<file path="src/rtl/pulse_trig_pkg.sv">
// Shared definitions for the pulse trigger processor.
//   - One-hot FSM state indices and the state enum built from them.
//   - Bit positions and widths of the trigger-info word and the trigger record.
//   - trig_length encodings.
//   - Default channel count and a helper that packs a trigger record.
package pulse_trig_pkg;

   localparam int unsigned NumChanDefault = 5;

   // One-hot state bit positions
   localparam int unsigned StIdleIdx    = 0;
   localparam int unsigned StWaitAcqIdx = 1;
   localparam int unsigned StStoreIdx   = 2;
   localparam int unsigned StDrainIdx   = 3;

   typedef enum logic [3:0] {
      StIdle    = 4'(1 << StIdleIdx),
      StWaitAcq = 4'(1 << StWaitAcqIdx),
      StStore   = 4'(1 << StStoreIdx),
      StDrain   = 4'(1 << StDrainIdx)
   } pt_state_e;

   // Trigger length encodings
   typedef enum logic [1:0] {
      TrigLenNone  = 2'b00,
      TrigLenShort = 2'b01,
      TrigLenLong  = 2'b10,
      TrigLenMixed = 2'b11
   } trig_len_e;

   // Word widths
   localparam int unsigned RecW = 128;

   // Field widths shared by the trigger-info word and the record
   localparam int unsigned TsW   = 44;
   localparam int unsigned NumW  = 24;
   localparam int unsigned LenW  = 2;
   localparam int unsigned MaskW = 5;

   // Trigger-info word layout: {58'd0, length, trig_num, timestamp}
   localparam int unsigned TrigTsLsb  = 0;
   localparam int unsigned TrigNumLsb = 44;
   localparam int unsigned TrigLenLsb = 68;
   localparam int unsigned TrigUsedW  = 70;

   // Record layout: {52'd0, tmo, done_mask, length, trig_num, timestamp}
   localparam int unsigned RecTsLsb   = 0;
   localparam int unsigned RecNumLsb  = 44;
   localparam int unsigned RecLenLsb  = 68;
   localparam int unsigned RecMaskLsb = 70;
   localparam int unsigned RecTmoBit  = 75;

   function automatic logic [RecW-1:0] pack_record(input logic [TsW-1:0]   ts,
                                                   input logic [NumW-1:0]  num,
                                                   input logic [LenW-1:0]  len,
                                                   input logic [MaskW-1:0] mask,
                                                   input logic             tmo);
      logic [RecW-1:0] rec;
      rec                         = '0;
      rec[RecTsLsb   +: TsW]      = ts;
      rec[RecNumLsb  +: NumW]     = num;
      rec[RecLenLsb  +: LenW]     = len;
      rec[RecMaskLsb +: MaskW]    = mask;
      rec[RecTmoBit]              = tmo;
      return rec;
   endfunction

endpackage

</file>
<file path="src/rtl/pulse_trigger_processor.sv">
// Pulse trigger processor.
// Pops trigger-info words from the first-word-fall-through Pulse Trigger FIFO, snapshots the
// enabled-channel mask, waits for every enabled channel to report acquisition complete (or for
// the programmable timeout), then offers one trigger record to the readout record FIFO.
//
// Ports:
//   clk                 40 MHz TTC clock
//   reset               synchronous, active-high
//   reset_counters_i    clears both status counters (wins over a same-cycle increment)
//   trig_fifo_valid_i   FIFO non-empty; trig_fifo_data_i is the head word
//   trig_fifo_data_i    {58'd0, length[1:0], trig_num[23:0], timestamp[43:0]}
//   trig_fifo_rd_o      pop strobe, combinational in IDLE
//   chan_en_i           enabled channels
//   chan_acq_done_i     per-channel one-cycle acquisition-complete pulses
//   acq_timeout_i       timeout in clk cycles from the pop; 0 disables
//   rec_valid_o/ready_i record handshake; rec_data_o held stable while stalled
//   trig_proc_count_o   records emitted
//   timeout_count_o     records emitted with the timeout flag set
//   state_o             one-hot FSM state
module pulse_trigger_processor
   import pulse_trig_pkg::*;
#(
   parameter int unsigned NCHAN = NumChanDefault,
   parameter int unsigned TMO_W = 16
) (
   input  logic             clk,
   input  logic             reset,
   input  logic             reset_counters_i,
   input  logic             trig_fifo_valid_i,
   input  logic [RecW-1:0]  trig_fifo_data_i,
   output logic             trig_fifo_rd_o,
   input  logic [NCHAN-1:0] chan_en_i,
   input  logic [NCHAN-1:0] chan_acq_done_i,
   input  logic [TMO_W-1:0] acq_timeout_i,
   output logic             rec_valid_o,
   input  logic             rec_ready_i,
   output logic [RecW-1:0]  rec_data_o,
   output logic [31:0]      trig_proc_count_o,
   output logic [31:0]      timeout_count_o,
   output logic [3:0]       state_o
);

   localparam logic [TMO_W-1:0] TmoOne = TMO_W'(1);

   pt_state_e        state_q, state_d;
   logic [NCHAN-1:0] en_q, en_d;
   logic [NCHAN-1:0] done_q, done_d;
   logic [TMO_W-1:0] timer_q, timer_d;
   logic [TsW-1:0]   ts_q, ts_d;
   logic [NumW-1:0]  num_q, num_d;
   trig_len_e        len_q, len_d;
   logic [RecW-1:0]  rec_q, rec_d;
   logic [31:0]      proc_cnt_q, proc_cnt_d;
   logic [31:0]      tmo_cnt_q, tmo_cnt_d;

   logic [NCHAN-1:0] done_upd;
   logic [TMO_W-1:0] timer_inc;
   logic             tmo_hit;
   logic             rec_hs;
   logic             unused_trig_hi;

   // Upper bits of the trigger word are reserved zeros
   assign unused_trig_hi = ^trig_fifo_data_i[RecW-1:TrigUsedW];

   // Done pulses from channels outside the snapshot are dropped here
   assign done_upd  = done_q | (chan_acq_done_i & en_q);
   assign timer_inc = (timer_q == '1) ? timer_q : timer_q + TmoOne;

   // timer_inc is the number of cycles elapsed since the pop (pop cycle = 0), so this fires
   // acq_timeout cycles after the pop lands in STORE. The >= covers acq_timeout == 1, whose
   // deadline is already behind us on the first WAIT_ACQ cycle.
   assign tmo_hit = (acq_timeout_i != '0) && (timer_inc >= (acq_timeout_i - TmoOne));

   assign rec_hs = (state_q == StStore) && rec_ready_i;

   always_comb begin
      state_d        = state_q;
      en_d           = en_q;
      done_d         = done_q;
      timer_d        = timer_q;
      ts_d           = ts_q;
      num_d          = num_q;
      len_d          = len_q;
      rec_d          = rec_q;
      trig_fifo_rd_o = 1'b0;

      unique case (state_q)
         StIdle: begin
            trig_fifo_rd_o = trig_fifo_valid_i;
            if (trig_fifo_valid_i) begin
               ts_d    = trig_fifo_data_i[TrigTsLsb +: TsW];
               num_d   = trig_fifo_data_i[TrigNumLsb +: NumW];
               len_d   = trig_len_e'(trig_fifo_data_i[TrigLenLsb +: LenW]);
               en_d    = chan_en_i;
               // A done pulse coincident with the pop already counts
               done_d  = chan_acq_done_i & chan_en_i;
               timer_d = '0;
               if (chan_en_i == '0) begin
                  // Nothing to wait for: record goes out next cycle
                  state_d = StStore;
                  rec_d   = pack_record(trig_fifo_data_i[TrigTsLsb +: TsW],
                                        trig_fifo_data_i[TrigNumLsb +: NumW],
                                        trig_fifo_data_i[TrigLenLsb +: LenW],
                                        '0, 1'b0);
               end else begin
                  state_d = StWaitAcq;
               end
            end
         end

         StWaitAcq: begin
            done_d  = done_upd;
            timer_d = timer_inc;
            // Completion is tested first so it wins over a same-cycle timeout
            if (done_upd == en_q) begin
               state_d = StStore;
               rec_d   = pack_record(ts_q, num_q, len_q, MaskW'(done_upd), 1'b0);
            end else if (tmo_hit) begin
               state_d = StStore;
               rec_d   = pack_record(ts_q, num_q, len_q, MaskW'(done_upd), 1'b1);
            end
         end

         StStore: begin
            if (rec_ready_i) begin
               state_d = StDrain;
               rec_d   = '0;
            end
         end

         // One idle cycle lets the FWFT head word settle before the next pop
         StDrain: begin
            state_d = StIdle;
         end

         default: begin
            state_d = StIdle;
            rec_d   = '0;
         end
      endcase
   end

   always_comb begin
      proc_cnt_d = proc_cnt_q;
      tmo_cnt_d  = tmo_cnt_q;
      if (reset_counters_i) begin
         proc_cnt_d = '0;
         tmo_cnt_d  = '0;
      end else if (rec_hs) begin
         proc_cnt_d = proc_cnt_q + 32'd1;
         tmo_cnt_d  = tmo_cnt_q + {31'd0, rec_q[RecTmoBit]};
      end
   end

   always_ff @(posedge clk) begin
      if (reset) begin
         state_q    <= StIdle;
         en_q       <= '0;
         done_q     <= '0;
         timer_q    <= '0;
         ts_q       <= '0;
         num_q      <= '0;
         len_q      <= TrigLenNone;
         rec_q      <= '0;
         proc_cnt_q <= '0;
         tmo_cnt_q  <= '0;
      end else begin
         state_q    <= state_d;
         en_q       <= en_d;
         done_q     <= done_d;
         timer_q    <= timer_d;
         ts_q       <= ts_d;
         num_q      <= num_d;
         len_q      <= len_d;
         rec_q      <= rec_d;
         proc_cnt_q <= proc_cnt_d;
         tmo_cnt_q  <= tmo_cnt_d;
      end
   end

   assign rec_valid_o       = (state_q == StStore);
   assign rec_data_o        = rec_q;
   assign trig_proc_count_o = proc_cnt_q;
   assign timeout_count_o   = tmo_cnt_q;
   assign state_o           = state_q;

endmodule

</file>
<file path="config.mk">
export PLATFORM = sky130hd
export DESIGN_NAME = pulse_trigger_processor
export DESIGN_NICKNAME = d
export VERILOG_FILES = /design/src/rtl/pulse_trig_pkg.sv /design/src/rtl/pulse_trigger_processor.sv
export SDC_FILE = /design/constraint.sdc
export NUM_CORES = 1
export LEC_CHECK = 0
export CORE_MARGIN = 4
export CORE_UTILIZATION = 40
export CTS_CLUSTER_SIZE = 10
export DETAILED_ROUTE_END_ITERATION = 7
export PLACE_DENSITY = 0.8
export SETUP_SLACK_MARGIN = 0.02
export SKIP_CTS_REPAIR_TIMING = 1
export SLEW_MARGIN = 20
export SYNTH_ARGS = -nofsm -noshare
export SYNTH_HDL_FRONTEND = slang
export SYNTH_SLANG_ARGS = --single-unit
</file>
<file path="constraint.sdc">
create_clock -name clk -period 5.8 [get_ports clk]
set_input_delay 1.45 -clock clk [delete_from_list [all_inputs] [get_ports clk]]
set_output_delay 1.45 -clock clk [all_outputs]
set_load 0.01 [all_outputs]
</file>
Word level (Yosys, flattened, before mapping)
Cells that the tools add are included.
{"block": "classes", "n_mux": 18, "eq_ne": 10, "n_reduce_logical": 10, "magnitude_cmp": 1, "addsub": 4, "n_bitwise": 4}
{"operator": "$mux W128", "count": 5}
{"operator": "$pmux W128 S4", "count": 1}
{"operator": "$add A32 B1 Y32", "count": 1}
{"operator": "$add A32 B1 Y32 const B", "count": 1}
{"operator": "$mux W16", "count": 2}
{"operator": "$pmux W16 S2", "count": 1}
{"operator": "$add A16 B1 Y16 const B", "count": 1}
{"operator": "$eq A16 B16 Y1 const B", "count": 1}
{"operator": "$ge A16 B16 Y1", "count": 1}
{"operator": "$mux W4", "count": 4}
{"operator": "$reduce_bool A16 Y1", "count": 1}
{"operator": "$sub A16 B1 Y16 const B", "count": 1}
{"operator": "$pmux W4 S3", "count": 1}
{"operator": "$and A5 B5 Y5", "count": 2}
{"operator": "$pmux W5 S2", "count": 1}
{"operator": "$eq A5 B5 Y1", "count": 1}
{"operator": "$logic_not A5 Y1", "count": 1}
{"operator": "$mux W5", "count": 1}
{"operator": "$or A5 B5 Y5", "count": 1}
{"operator": "$reduce_and A5 Y1", "count": 1}
{"operator": "$eq A4 B1 Y1 const B", "count": 1}
{"operator": "$eq A4 B2 Y1 const B", "count": 1}
{"operator": "$eq A4 B3 Y1 const B", "count": 1}
{"operator": "$eq A4 B4 Y1 const B", "count": 1}
{"operator": "11 further kinds", "count": 14}
{"block": "word_totals", "ff_bits": 292, "in_bits": 159, "output_inout_bits": 198}

Logic depth before layout (Yosys ltp)
{"block": "logic_depth", "word_depth": 7, "ltp_mapped": 16}

Least setup slack after synthesis
Ideal clock, no wire load.
{"block": "synth_path", "kind": "input-to-reg", "from": "input acq_timeout_i[4]", "to": "register rec_q[70] (netlist: rec_data_o[70])", "required_ps": 5679, "n_path_buf": 1, "setup_time_ps": 121, "slack_ps": 1096, "arrival_time_ps": 4583, "cell_stages": 13, "path_cell_list": "or4_1 nor3_2 nand2_1 nor4_1 xnor2_1 ha_1 a21o_1 a21o_1 a211o_1 o31ai_1 a21o_1 buf_6 mux2_2"}
{"block": "synth_via", "elab_chain_len": 5}
{"item": "start: declaration", "line": "pulse_trigger_processor.sv:34", "text": "input logic [TMO_W-1:0] acq_timeout_i,"}
{"item": "$sub A16 B1 Y16", "line": "pulse_trigger_processor.sv:72", "text": "assign tmo_hit = (acq_timeout_i != '0) && (timer_inc >= (acq_timeout_i - TmoOne));"}
{"item": "$ge A16 B16 Y1", "line": "pulse_trigger_processor.sv:72"}
{"item": "$logic_and A1 B1 Y1 *", "line": "pulse_trigger_processor.sv:72"}
{"item": "$ne A3 B3 Y1 (no line) *"}
{"item": "$reduce_and A5 Y1 (no line) *"}
{"item": "end signal: assignment", "line": "pulse_trigger_processor.sv:175", "text": "rec_q <= rec_d;"}
{"item": "end: declaration", "line": "pulse_trigger_processor.sv:52", "text": "logic [RecW-1:0] rec_q, rec_d;"}
Mark *: on every way between the ends. The rest lies on a longest branch, timed or not.
A chain may end at the register's enable or synchronous reset.

Worst setup path after layout
{"block": "layout_path", "from": "input acq_timeout_i[4]", "to": "register rec_q[32] (netlist: rec_data_o[32])"}
The elaborated chain is that of the path after synthesis.

==> impl_metrics.prom <==
# TYPE chip_impl_metric gauge
chip_impl_metric{name="synth_cell_types",unit=""} 65
chip_impl_metric{name="boundaryPins",unit=""} 357
chip_impl_metric{name="detail_route.wirelength",unit="mm"} 32.9
chip_impl_info{name="hold_path_class",value="reg -> reg"} 1
chip_impl_metric{name="grt_first_pass_wirelength",unit="mm"} 51.1
chip_impl_metric{name="worst_slew_margin_rel",unit="%"} 31.7
chip_impl_info{name="setup.worst_path.end_class",value="flop"} 1
chip_impl_metric{name="grt_pass1_vias",unit=""} 9983
chip_impl_metric{name="cts_made_buffers",unit=""} 29
chip_impl_info{name="path_delay_family",value="simple AND/OR/NAND/NOR gates"} 1
chip_impl_metric{name="timing.max_cap.violations",unit=""} 0
chip_impl_metric{name="cts_sinks",unit=""} 240
chip_impl_metric{name="regArea",unit="µm²"} 4800
chip_impl_metric{name="finalSetupTns",unit="ns"} 0
chip_impl_metric{name="syn-cell-area",unit="µm²"} 11700
chip_impl_metric{name="async_reset_ff_share",unit="%"} 0
chip_impl_metric{name="final_antenna_net_count",unit=""} 0
chip_impl_metric{name="timing.critical_path.buf_inv",unit=""} 2
chip_impl_metric{name="setup-violations-final",unit=""} 0
chip_impl_metric{name="finalHoldViolCount",unit=""} 0
chip_impl_metric{name="grt_max_degree",unit=""} 95
chip_impl_metric{name="number_of_synthesized_flops_with_an_enable_pin",unit=""} 0
chip_impl_metric{name="placement_rows",unit=""} 62
chip_impl_metric{name="cp.depth",unit=""} 14
chip_impl_metric{name="syn_area_per_cell",unit="µm²"} 8.69
chip_impl_metric{name="fin_skew",unit="ns"} 0.00764
chip_impl_metric{name="floorplan.die.height",unit="µm"} 179
chip_impl_info{name="cp-start-kind",value="input pin"} 1
chip_impl_metric{name="synth_sequential_area_ratio",unit="%"} 41.2
chip_impl_metric{name="drt_pre_antenna_iters",unit=""} 5
chip_impl_info{name="type_of_the_setup_path_with_the_least_slack",value="in -> reg"} 1
chip_impl_metric{name="achievable_frequency",unit="MHz"} 196
chip_impl_metric{name="area_used_by_multi_input_combinational_logic",unit="µm²"} 5950
chip_impl_metric{name="postSynthCellCount",unit=""} 1342
chip_impl_metric{name="area_delta_synth_final",unit="%"} 28.9
chip_impl_info{name="crit_chain",value="clkdlybuf4s50_1 -> or4_1 -> nor3_2 -> nor2b_1 -> nand2_1 -> xor2_1 -> ha_1 -> nand4_1 -> or3_1 -> a2111oi_2 -> o31ai_1 -> a21o_4 -> buf_12 -> a221oi_2"} 1
chip_impl_metric{name="global_route.usage.total",unit="%"} 19.3
chip_impl_metric{name="grt_overflow_total",unit=""} 0
chip_impl_metric{name="crit_path_max_incr_delay",unit="ns"} 0.60
chip_impl_metric{name="place.gp.congestion",unit=""} 0.809
chip_impl_metric{name="place.detailed.hpwl",unit="mm"} 21.8
chip_impl_metric{name="worst_ep_arrival_time",unit="ns"} 5.54
chip_impl_metric{name="grt_antenna_before_repair",unit=""} 0
chip_impl_metric{name="drt_iter0_drc",unit=""} 595
chip_impl_metric{name="power.total",unit="µW"} 5170
chip_impl_metric{name="die_w",unit="µm"} 179
chip_impl_metric{name="die_area",unit="µm²"} 32000
chip_impl_metric{name="synth-warning-count",unit=""} 0
chip_impl_metric{name="layout_worst_path_cycle_share",unit="%"} 88.2
chip_impl_metric{name="timing.critical_path.required",unit="ns"} 6.22
chip_impl_info{name="clockRootBuffer",value="sky130_fd_sc_hd__clkbuf_16"} 1
chip_impl_metric{name="worst_pin_slew",unit="ns"} 1.02
chip_impl_metric{name="clk_pin_slew_worst_paths",unit="ns"} 0.05
chip_impl_metric{name="htree_num_levels",unit=""} 1
chip_impl_metric{name="maximum_fanout_encountered_on_the_critical_timing_path",unit=""} 30
chip_impl_metric{name="port_buffers",unit=""} 246
chip_impl_metric{name="drc_violations",unit=""} 0
chip_impl_metric{name="initial_util",unit="%"} 40.6
chip_impl_metric{name="vias",unit=""} 10600
chip_impl_metric{name="nets",unit=""} 1725
chip_impl_metric{name="worst-r2r-cell-count",unit=""} 13
chip_impl_info{name="ys.flop_type",value="sky130_fd_sc_hd__dfxtp_1"} 1
chip_impl_info{name="outcome",value="complete, no violations"} 1
chip_impl_info{name="rsz_0062_raised_after_global_routing",value="false"} 1
chip_impl_metric{name="timing.final.crit_period",unit="ns"} 5.11
chip_impl_metric{name="leakagePower",unit="µW"} 0.00532
chip_impl_metric{name="nFillCells",unit=""} 2561
chip_impl_info{name="cts_tree",value="built"} 1
chip_impl_metric{name="ys_ff_latch",unit=""} 240
chip_impl_metric{name="wire_per_inst",unit="µm"} 17.0
chip_impl_metric{name="power_density",unit="nW/µm²"} 344
chip_impl_metric{name="irDropWorstVdd",unit="µV"} 239
chip_impl_metric{name="clock_insertion_delay_worst_skew",unit="ns"} 0.53
chip_impl_metric{name="setup.reg_to_reg.worst_slack",unit="ns"} 1.21
chip_impl_metric{name="slew_violations",unit=""} 0
chip_impl_metric{name="final_layout_size_suffix_gt1_share",unit="%"} 8.50
chip_impl_info{name="cpMaxStageDelayCell",value="sky130_fd_sc_hd__or4_1"} 1
chip_impl_metric{name="hold-path-cell-count",unit=""} 2
chip_impl_metric{name="core_region_area",unit="µm²"} 28700
chip_impl_metric{name="clock_path_buffers",unit=""} 3
chip_impl_metric{name="post_drt_via_cell_ratio",unit=""} 5.46
==> area by class of cell <==
type                    count  share of cell area [%]
repair buffers            264                    17.7
inverters                  88                    2.20
flip-flops and latches    240                    32.0
diodes                      3                  0.0499
multi-input cells         921                    39.6
clock buffers              36                    5.00
clock inverters             4                   0.300
well taps                 384                    3.20
==> through the flow <==
step / hold WS, ns / cell area [µm²] / std cells / util (%) / setup slack (ns)
2_1_floorplan: 0.436 / 11900 / 1393 / - / 1.10
5_1_grt: 0.465 / 15000 / 1937 / 52.4 / 0.414
4_1_cts: 0.454 / 15000 / 1937 / 52.4 / 0.709
6_report: 0.453 / 15000 / 1940 / 52.4 / 0.685
3_5_place_dp: 0.446 / 14200 / 1897 / 49.6 / 0.158
3_3_place_gp: 0.441 / 14200 / 1897 / 49.6 / 0.248
==> worst register-to-register path, cell delays in order (launching register included) <==
cell and delay, ns:
sky130_fd_sc_hd__dfxtp_1 0.47, sky130_fd_sc_hd__nand3_1 0.20, sky130_fd_sc_hd__nor3_1 0.63, sky130_fd_sc_hd__nand3_1 0.49, sky130_fd_sc_hd__xnor2_1 0.36, sky130_fd_sc_hd__ha_1 0.27
sky130_fd_sc_hd__nand2b_1 0.14, sky130_fd_sc_hd__a2111oi_0 0.50, sky130_fd_sc_hd__a2111oi_2 0.11, sky130_fd_sc_hd__o31ai_1 0.45, sky130_fd_sc_hd__buf_4 0.22, sky130_fd_sc_hd__nand2_4 0.07
sky130_fd_sc_hd__buf_12 0.22, sky130_fd_sc_hd__a221oi_2 0.34
==> power by group <==
group | total (µW) | switching (µW) | internal, µW
sequential | 2010 | 131 | 1880
clock | 1590 | 652 | 937
combinational | 1570 | 859 | 707
==> kinds of logic after synthesis <==
family                   Yosys count  synth area share, %
AO/OA/AOI/OAI                    310                 21.8
XOR/XNOR                          75                 5.63
adder cells (fa/ha/maj)           22                 2.36
buffers and inverters            232                 9.71
flip-flops                       240                 41.2
multiplexers                      12                 1.12
other                              1               0.0322
AND/OR/NAND/NOR                  450                 18.2
==> cell usage after synthesis, drive strengths merged, types with 6 or more instances <==
| library cell | n | area [µm²] |
|---|---|---|
| nor3 | 26 | 140 |
| o21ai | 23 | 115 |
| a31oi | 10 | 62.6 |
| or3 | 9 | 56.3 |
| dfxtp | 240 | 4800 |
| nor2b | 10 | 62.6 |
| nor4 | 9 | 92.6 |
| a22oi | 6 | 45.0 |
| xor2 | 33 | 289 |
| nand4 | 26 | 190 |
| a21oi | 101 | 505 |
| a221oi | 140 | 1540 |
| and3 | 13 | 81.3 |
| xnor2 | 42 | 368 |
| nand2 | 210 | 791 |
| ha | 22 | 275 |
| nor2 | 86 | 323 |
| nand3 | 34 | 170 |
| inv | 87 | 327 |
| and4 | 9 | 78.8 |
| buf | 76 | 547 |
| mux2 | 8 | 90.1 |
| clkbuf | 68 | 255 |
==> layout by cell type, fill, tap and decap left out, types with 13 or more instances in the layout <==
master / count
sky130_fd_sc_hd__ha_1: 22
sky130_fd_sc_hd__nand3_1: 34
sky130_fd_sc_hd__buf_4: 13
sky130_fd_sc_hd__xnor2_1: 42
sky130_fd_sc_hd__nand2_1: 208
sky130_fd_sc_hd__clkdlybuf4s50_1: 245
sky130_fd_sc_hd__and3_1: 13
sky130_fd_sc_hd__o21ai_0: 21
sky130_fd_sc_hd__clkbuf_16: 29
sky130_fd_sc_hd__conb_1: 52
sky130_fd_sc_hd__nand4_1: 23
sky130_fd_sc_hd__dfxtp_1: 240
sky130_fd_sc_hd__xor2_1: 33
sky130_fd_sc_hd__nor3_1: 24
sky130_fd_sc_hd__a21oi_1: 101
sky130_fd_sc_hd__a221oi_1: 90
sky130_fd_sc_hd__nor2_1: 86
sky130_fd_sc_hd__a221oi_2: 50
sky130_fd_sc_hd__inv_1: 86
==> flip-flops by register name, summed over array words and instances, names as in the netlist <==
signal	count
rec_data_o	76
ts_q	44
timeout_count_o	32
trig_proc_count_o	32
num_q	24
timer_q	16
done_q	5
en_q	5
state_o	4
len_q	2
==> path summary, 6_finish.rpt <==
kind	from	to
hold / removal	num_q[13]$_SDFFE_PP0P_	num_q[13]$_SDFFE_PP0P_
setup reg to reg	timer_q[5]$_SDFFE_PP0P_	rec_data_o[64]$_SDFFE_PP0P_
hold reg to reg	num_q[13]$_SDFFE_PP0P_	num_q[13]$_SDFFE_PP0P_
setup / recovery	acq_timeout_i[4]	rec_data_o[32]$_SDFFE_PP0P_
==> routing by layer <==
metal | wire (µm) | share of wire [%] | vias up | GRT usage (%)
met1 | 13600 | 41 | 5091 | 24.4
met3 | 2830 | 8.6 | 51 | 5.21
met4 | 789 | 2.4 | 0 | 5.60
met2 | 15700 | 48 | 380 | 32.3
met5 | 0 | 0 | - | 0
li1 | - | - | 5075 | -
(Power assumes the default switching activity.)
